File: src/rtl/ble_tx_pkg.sv
// Shared types and constants for the BLE GFSK-style transmit modulator.
// Holds the frame FSM encoding, frame constants, phase step and the I/Q LUT.
package ble_tx_pkg;

    typedef enum logic [1:0] {
        IDLE,
        PREAMBLE,
        ACCESS,
        PAYLOAD
    } tx_state_t;

    localparam logic [31:0] ACCESS_ADDR   = 32'h8E89BED6;
    // Sent LSB first, so the air sequence is 0,1,0,1,0,1,0,1.
    localparam logic [7:0]  PREAMBLE_BITS = 8'b1010_1010;

    localparam logic [4:0]  PRE_LAST  = 5'd7;
    localparam logic [4:0]  AA_LAST   = 5'd31;
    localparam logic [4:0]  BYTE_LAST = 5'd7;

    localparam int PHASE_QUARTER = 64;

    function automatic logic [7:0] phase_step(int sr);
        return 8'(PHASE_QUARTER / sr);
    endfunction

    // Cosine of k*22.5 degrees in Q10.
    function automatic int cos_q10(logic [3:0] k);
        case (k)
            4'd0:    return 1024;
            4'd1:    return 946;
            4'd2:    return 724;
            4'd3:    return 392;
            4'd4:    return 0;
            4'd5:    return -392;
            4'd6:    return -724;
            4'd7:    return -946;
            4'd8:    return -1024;
            4'd9:    return -946;
            4'd10:   return -724;
            4'd11:   return -392;
            4'd12:   return 0;
            4'd13:   return 392;
            4'd14:   return 724;
            default: return 946;
        endcase
    endfunction

    // Round-half-away scaling of a Q10 value to the output amplitude.
    function automatic int lut_scale(int v, int amp);
        if (v >= 0)
            return (v * amp + 512) / 1024;
        else
            return -((-v * amp + 512) / 1024);
    endfunction

endpackage

File: src/rtl/ble_whitener.sv
// BLE data whitening LFSR (x^7 + x^4 + 1), seeded from the channel index.
// Only compiled in when BLE_TX_WHITEN_EN is defined.
`ifdef BLE_TX_WHITEN_EN
module ble_whitener (
    input  logic       clk,
    input  logic       resetn,
    input  logic       load,
    input  logic [5:0] channel,
    input  logic       step,
    output logic       bit_out
);

    logic [6:0] lfsr;

    always_ff @(posedge clk) begin
        if (!resetn) begin
            lfsr <= '0;
        end else if (load) begin
            // Position 0 is 1, positions 1..6 take channel MSB..LSB.
            lfsr <= {channel[0], channel[1], channel[2],
                     channel[3], channel[4], channel[5], 1'b1};
        end else if (step) begin
            lfsr <= {lfsr[5], lfsr[4], lfsr[3] ^ lfsr[6],
                     lfsr[2], lfsr[1], lfsr[0], lfsr[6]};
        end
    end

    assign bit_out = lfsr[6];

endmodule
`endif

File: src/rtl/ble_tx_mod.sv
// BLE frame modulator: preamble, access address and payload to I/Q samples.
// Payload whitening is included when BLE_TX_WHITEN_EN is defined.
module ble_tx_mod
    import ble_tx_pkg::*;
#(
    parameter int SAMPLE_RATE = 16,
    parameter int DATA_WIDTH  = 4
) (
    input  logic                  clk,
    input  logic                  resetn,
    input  logic                  en,
    input  logic [5:0]            channel,
    input  logic                  tx_start,
    input  logic [7:0]            tx_len,
    input  logic [7:0]            byte_data,
    input  logic                  byte_valid,
    output logic                  byte_ready,
    output logic [DATA_WIDTH-1:0] i_out,
    output logic [DATA_WIDTH-1:0] q_out,
    output logic                  tx_symbol,
    output logic                  tx_symbol_clk,
    output logic                  busy,
    output logic                  done,
    output logic                  underrun
);

    localparam int              CW       = $clog2(SAMPLE_RATE);
    localparam int              AMP      = (1 << (DATA_WIDTH - 1)) - 1;
    localparam logic [7:0]      STEP     = phase_step(SAMPLE_RATE);
    localparam logic [CW-1:0]   CNT_LAST = CW'(SAMPLE_RATE - 1);
    localparam logic [CW-1:0]   CNT_HALF = CW'(SAMPLE_RATE / 2);

    tx_state_t       state;
    tx_state_t       state_n;
    logic [CW-1:0]   sample_cnt;
    logic [4:0]      bit_cnt;
    logic [7:0]      len_r;
    logic [7:0]      fetch_left;
    logic [7:0]      pay_left;
    logic [7:0]      hold_data;
    logic            hold_full;
    logic [7:0]      shift;
    logic [7:0]      phase;
    logic [3:0]      idx;
    logic [DATA_WIDTH-1:0] i_lut;
    logic [DATA_WIDTH-1:0] q_lut;

    logic start;
    logic take;
    logic bit_end;
    logic seg_end;
    logic load_byte;
    logic finish;
    logic abort;
    logic wbit;

    assign busy          = (state != IDLE);
    assign start         = (state == IDLE) && tx_start;
    assign byte_ready    = en && busy && !hold_full && (fetch_left != 8'd0);
    assign take          = byte_valid && byte_ready;
    assign bit_end       = en && busy && (sample_cnt == CNT_LAST);
    assign tx_symbol_clk = busy && (sample_cnt < CNT_HALF);

`ifdef BLE_TX_WHITEN_EN
    logic wstep;
    assign wstep = bit_end && (state == PAYLOAD);

    ble_whitener u_whiten (
        .clk     (clk),
        .resetn  (resetn),
        .load    (start),
        .channel (channel),
        .step    (wstep),
        .bit_out (wbit)
    );
`else
    logic unused_ch;
    assign unused_ch = ^channel;
    assign wbit      = 1'b0;
`endif

    always_comb begin
        tx_symbol = 1'b0;
        unique case (state)
            PREAMBLE: tx_symbol = PREAMBLE_BITS[bit_cnt[2:0]];
            ACCESS:   tx_symbol = ACCESS_ADDR[bit_cnt];
            PAYLOAD:  tx_symbol = shift[bit_cnt[2:0]] ^ wbit;
            default:  tx_symbol = 1'b0;
        endcase
    end

    always_comb begin
        idx   = phase[7:4];
        i_lut = DATA_WIDTH'(lut_scale(cos_q10(idx), AMP));
        q_lut = DATA_WIDTH'(lut_scale(cos_q10(idx - 4'd4), AMP));
    end

    always_comb begin
        state_n   = state;
        seg_end   = 1'b0;
        load_byte = 1'b0;
        finish    = 1'b0;
        abort     = 1'b0;
        unique case (state)
            IDLE: begin
                if (tx_start)
                    state_n = PREAMBLE;
            end
            PREAMBLE: begin
                if (bit_end && bit_cnt == PRE_LAST) begin
                    seg_end = 1'b1;
                    state_n = ACCESS;
                end
            end
            ACCESS: begin
                if (bit_end && bit_cnt == AA_LAST) begin
                    seg_end = 1'b1;
                    if (len_r == 8'd0) begin
                        finish = 1'b1;
                    end else if (hold_full) begin
                        load_byte = 1'b1;
                        state_n   = PAYLOAD;
                    end else begin
                        abort = 1'b1;
                    end
                end
            end
            PAYLOAD: begin
                if (bit_end && bit_cnt == BYTE_LAST) begin
                    seg_end = 1'b1;
                    if (pay_left == 8'd1)
                        finish = 1'b1;
                    else if (hold_full)
                        load_byte = 1'b1;
                    else
                        abort = 1'b1;
                end
            end
            default: state_n = IDLE;
        endcase
        if (finish || abort)
            state_n = IDLE;
    end

    always_ff @(posedge clk) begin
        if (!resetn)
            state <= IDLE;
        else
            state <= state_n;
    end

    always_ff @(posedge clk) begin
        if (!resetn) begin
            sample_cnt <= '0;
            bit_cnt    <= '0;
            len_r      <= '0;
            fetch_left <= '0;
            pay_left   <= '0;
            hold_data  <= '0;
            hold_full  <= 1'b0;
            shift      <= '0;
            phase      <= '0;
            i_out      <= '0;
            q_out      <= '0;
            done       <= 1'b0;
            underrun   <= 1'b0;
        end else begin
            done     <= finish;
            underrun <= abort;
            if (take) begin
                hold_data  <= byte_data;
                hold_full  <= 1'b1;
                fetch_left <= fetch_left - 1'b1;
            end
            if (state == IDLE) begin
                sample_cnt <= '0;
                bit_cnt    <= '0;
                phase      <= '0;
                i_out      <= '0;
                q_out      <= '0;
                hold_full  <= 1'b0;
                if (tx_start) begin
                    len_r      <= tx_len;
                    fetch_left <= tx_len;
                end
            end else if (en) begin
                sample_cnt <= sample_cnt + 1'b1;
                phase      <= tx_symbol ? phase + STEP : phase - STEP;
                i_out      <= i_lut;
                q_out      <= q_lut;
                if (bit_end)
                    bit_cnt <= seg_end ? 5'd0 : bit_cnt + 5'd1;
                if (load_byte) begin
                    shift     <= hold_data;
                    hold_full <= 1'b0;
                    pay_left  <= (state == ACCESS) ? len_r : pay_left - 1'b1;
                end
                // Leaving the frame silences the carrier immediately.
                if (finish || abort) begin
                    i_out     <= '0;
                    q_out     <= '0;
                    hold_full <= 1'b0;
                end
            end
        end
    end

endmodule

File: config.mk
export PLATFORM = sky130hd
export DESIGN_NAME = ble_tx_mod
export DESIGN_NICKNAME = d
export VERILOG_FILES = /design/src/rtl/ble_tx_pkg.sv /design/src/rtl/ble_whitener.sv /design/src/rtl/ble_tx_mod.sv
export SDC_FILE = /design/constraint.sdc
export NUM_CORES = 1
export LEC_CHECK = 0
export BUFFER_PORTS_ARGS = -buffer_cell sky130_fd_sc_hd__buf_2
export CORE_MARGIN = 2
export CORE_UTILIZATION = 50
export DETAILED_ROUTE_END_ITERATION = 8
export PLACE_DENSITY_LB_ADDON = 0.1
export SLEW_MARGIN = 20
export SYNTH_ARGS = -nofsm -noshare
export SYNTH_HDL_FRONTEND = slang
export SYNTH_HIERARCHICAL = 1
export SYNTH_SLANG_ARGS = --single-unit
File: constraint.sdc
create_clock -name clk -period 10.14 [get_ports clk]
set_input_delay 1.014 -clock clk [delete_from_list [all_inputs] [get_ports clk]]
set_output_delay 1.014 -clock clk [all_outputs]
set_load 0.01 [all_outputs]
==> metrics.md <==
| Metric | Value |
|---|---|
| R2R Setup Slk | `between 1.5 and 2 ns` |
| Hold_buf cts | `0` |
| Root buf cell | `clkbuf_16` |
| WL/cell | `13.6 um` |
| Die Height | `163 um` |
| RSZ-0062 raised after global routing | `false` |
| WHS Endpoint | `q_out[3]$_SDFFE_PP0P_` |
| WL met3 | `about 500 um` |
| DIE AREA | `between 20000 and 30000 um2` |
| CP Max Fanout | `11` |
| Clk_lat worst skew | `around 0.34 ns` |
| Hold Crit Class | `register to register` |
| Synth Net Count | `between 1500 and 2000` |
| Initial Utilization | `about half` |
| Synthesis-stage register bit count | `80` |
| Final #Nets | `just under 2000` |
| Max_cap viols | `0` |
| Post-synth ARST share | `0%` |
| H-tree depth | `3` |
| Pre-CTS WS | `between 1.5 and 2 ns` |
| Slew Viols, Final | `0` |
| Yosys warns | `6` |
| Reg-to-reg critical path endpoint | `q_out[3]$_SDFFE_PP0P_` |
| Crit path top cell by count | `ha_1` |
| Min cycle time layout | `roughly 8.3 ns` |
| Max Used Layer | `met4` |
| Postcts setup bufs | `0` |
| Worst setup SP type | `register` |
| Hpwl dp | `21.1 mm` |
| Total CTS buffers | `9` |
| Top-count cell post-synth | `ha_1` |
| Mapped cell area | `between 10000 and 15000 um2` |
| Vias in the first global route | `roughly 9600` |
| Reg2reg path depth | `35` |
| Area grow syn2layout | `6.07%` |
| Synthesized area per cell | `about 8.4 um2` |
| Kind of critical path | `register to register` |
| Port-buffer cells | `34` |
| WHS | `~0.46 ns` |
| Rel. slew slack | `between 30% and 40%` |
| CP Buf/Inv Count | `5` |
| Clock skew | `about 0.0078 ns` |
| Post-CTS sizing | `0` |
| Synth Instances | `approximately 1500` |
| Crit end category | `register` |
| Top_reg_cell synth | `dfxtp_1` |
| N_diodes | `0` |
| Final worst setup slack | `~1.9 ns` |
| Hold Path Depth | `2` |
| Worst Path Arrival | `between 8 and 9 ns` |
| Sequential area share after synthesis | `12.6%` |
| # DRC | `0` |
| Status | `finished, final reports clean` |
| First-pass GRT wire length | `about 44 mm` |
| First-pass DRT Iterations | `4` |
| Vias | `a little under 10000` |
| Antenna violations before repair | `0` |
| CTS tree | `yes` |
| Final number of hold-violating endpoints | `0` |
| Final period util | `just over 80%` |
| Routed Antenna Nets | `0` |
| Rows | `58` |
| Final GP Congestion | `a little over 0.8` |
| Least-Margin Pin Slew | `~1.0 ns` |
| DR vias/cell | `approximately 5.2` |
| Reg2Reg Launch Point | `phase[4]$_SDFFE_PP0P_` |
| IO Pins | `41` |
| Layout cells sized above 1 | `5.02%` |
| Slowest cell on the critical path | `dfxtp_1` |
| GRT Residual Overflow | `0` |
| Final setup fails | `0` |
| Hold path startpoint | `q_out[3]$_SDFFE_PP0P_` |
| Peak Freq | `around 120 MHz` |
| DR iter-0 viols | `316` |
| Yosys top cell by area | `ha_1` |
| CP max stage delay | `about 0.56 ns` |
| Post-synth top area share | `slightly above 30%` |
| Wire length on met2 | `between 10 and 15 mm` |
| Distinct cells, synth | `77` |
| M1 WL | `between 10 and 15 mm` |
| Post-synth EDFFs | `0` |
| Ranking of synthesized cells by area | `ha_1 30%, dfxtp_1 13%, fa_1 10%` |
| Detailed Route WL | `about 25 mm` |
| Clock Path Buffers | `2` |
| Sink Count | `80` |
| GRT Util Overall | `between 10% and 20%` |
| Crit-path leading delay family | `adder cells` |
| Die width | `163 um` |
| Largest net degree at the start of global routing | `46` |
| Req. time, crit path | `between 10 and 15 ns` |
| Most instantiated cells after synthesis | `308 x ha_1, 284 x inv_1, 105 x nand2_1` |
| Core area | `approximately 25000 um2` |
| Setup TNS Final | `0 ns` |
| Clock transition at path regs | `~0.07 ns` |
-- cell usage in the layout (no fill, tap or decap), drive strengths merged, types with 4 or more instances in the layout --
cell type / Yosys / final
a2111oi: 5 / 5
a211oi: 13 / 13
a21boi: 18 / 18
a21o: 35 / 35
a21oi: 67 / 67
a22oi: 6 / 6
a311oi: 5 / 5
a31oi: 9 / 9
and2: 18 / 18
and3: 4 / 4
buf: 10 / 39
clkbuf: 26 / 9
dfxtp: 80 / 80
fa: 63 / 63
ha: 308 / 308
inv: 285 / 289
mux2: 6 / 6
mux2i: 30 / 30
nand2: 106 / 106
nand2b: 14 / 14
nand3: 29 / 29
nand4: 14 / 14
nor2: 78 / 78
nor2b: 18 / 18
nor3: 22 / 22
nor4: 16 / 16
o211ai: 9 / 9
o21a: 15 / 15
o21ai: 42 / 42
o21bai: 4 / 4
o221a: 4 / 4
o22ai: 4 / 4
o31ai: 4 / 4
or2: 4 / 4
or3: 8 / 8
xnor2: 69 / 69
xor2: 23 / 23
-- how the worst max path moves through the flow --
stage / from / end / slack [ns] / cells past startpoint
after floorplan: phase[7]$_SDFFE_PP0P_ / q_out[3]$_SDFFE_PP0P_ / 2.74 / 33
after global routing: phase[5]$_SDFFE_PP0P_ / q_out[3]$_SDFFE_PP0P_ / 1.04 / 34
after detailed placement: phase[4]$_SDFFE_PP0P_ / q_out[3]$_SDFFE_PP0P_ / 1.88 / 35
after CTS: phase[4]$_SDFFE_PP0P_ / q_out[3]$_SDFFE_PP0P_ / 1.83 / 35
after global placement: phase[4]$_SDFFE_PP0P_ / q_out[3]$_SDFFE_PP0P_ / 1.94 / 35
final: phase[4]$_SDFFE_PP0P_ / q_out[3]$_SDFFE_PP0P_ / 1.86 / 35
-- kinds of logic (layout without fill, tap and decap cells) --
| family | after synthesis | count (layout) | share of synthesized area (%) |
|---|---|---|---|
| fa+ha+maj | 371 | 371 | 40.4 |
| compound gates | 265 | 265 | 14.1 |
| mux | 39 | 39 | 3.44 |
| flops | 80 | 80 | 12.6 |
| buf+inv | 321 | 340 | 9.61 |
| xor+xnor | 92 | 92 | 6.51 |
| simple gates | 346 | 346 | 13.3 |
-- cell type report --
class,count,area [um2]
Clock buffer,9,225
Tap cell,330,413
Clock inverter,7,71.3
Inverter,285,1070
Sequential cell,80,1600
Multi-Input combinational cell,1113,9860
Timing Repair Buffer,39,208
Fill cell,2466,11600
-- worst min-delay path, cell delays in order, from the launching register on --
cell and delay [ns]:
dfxtp_1 0.32, nand2_1 0.05, o21ai_1 0.05
-- layer usage --
metal	up-vias	track usage, %
met5	-	0
met4	0	4.63
met3	28	1.88
met2	82	34.0
met1	4492	26.7
li1	5134	-
-- through the flow --
stage | utilization, % | instances | area (um2)
3_3_place_gp | 52.5 | 1847 | 13100
6_report | 53.7 | 1863 | 13400
2_1_floorplan | - | 1514 | 12700
4_1_cts | 53.7 | 1863 | 13400
3_5_place_dp | 52.5 | 1847 | 13100
5_1_grt | 53.7 | 1863 | 13400
Power is left out: the tool's default activity adds up to more than one toggle a clock period on the data nets, which glitch-free logic cannot reach.
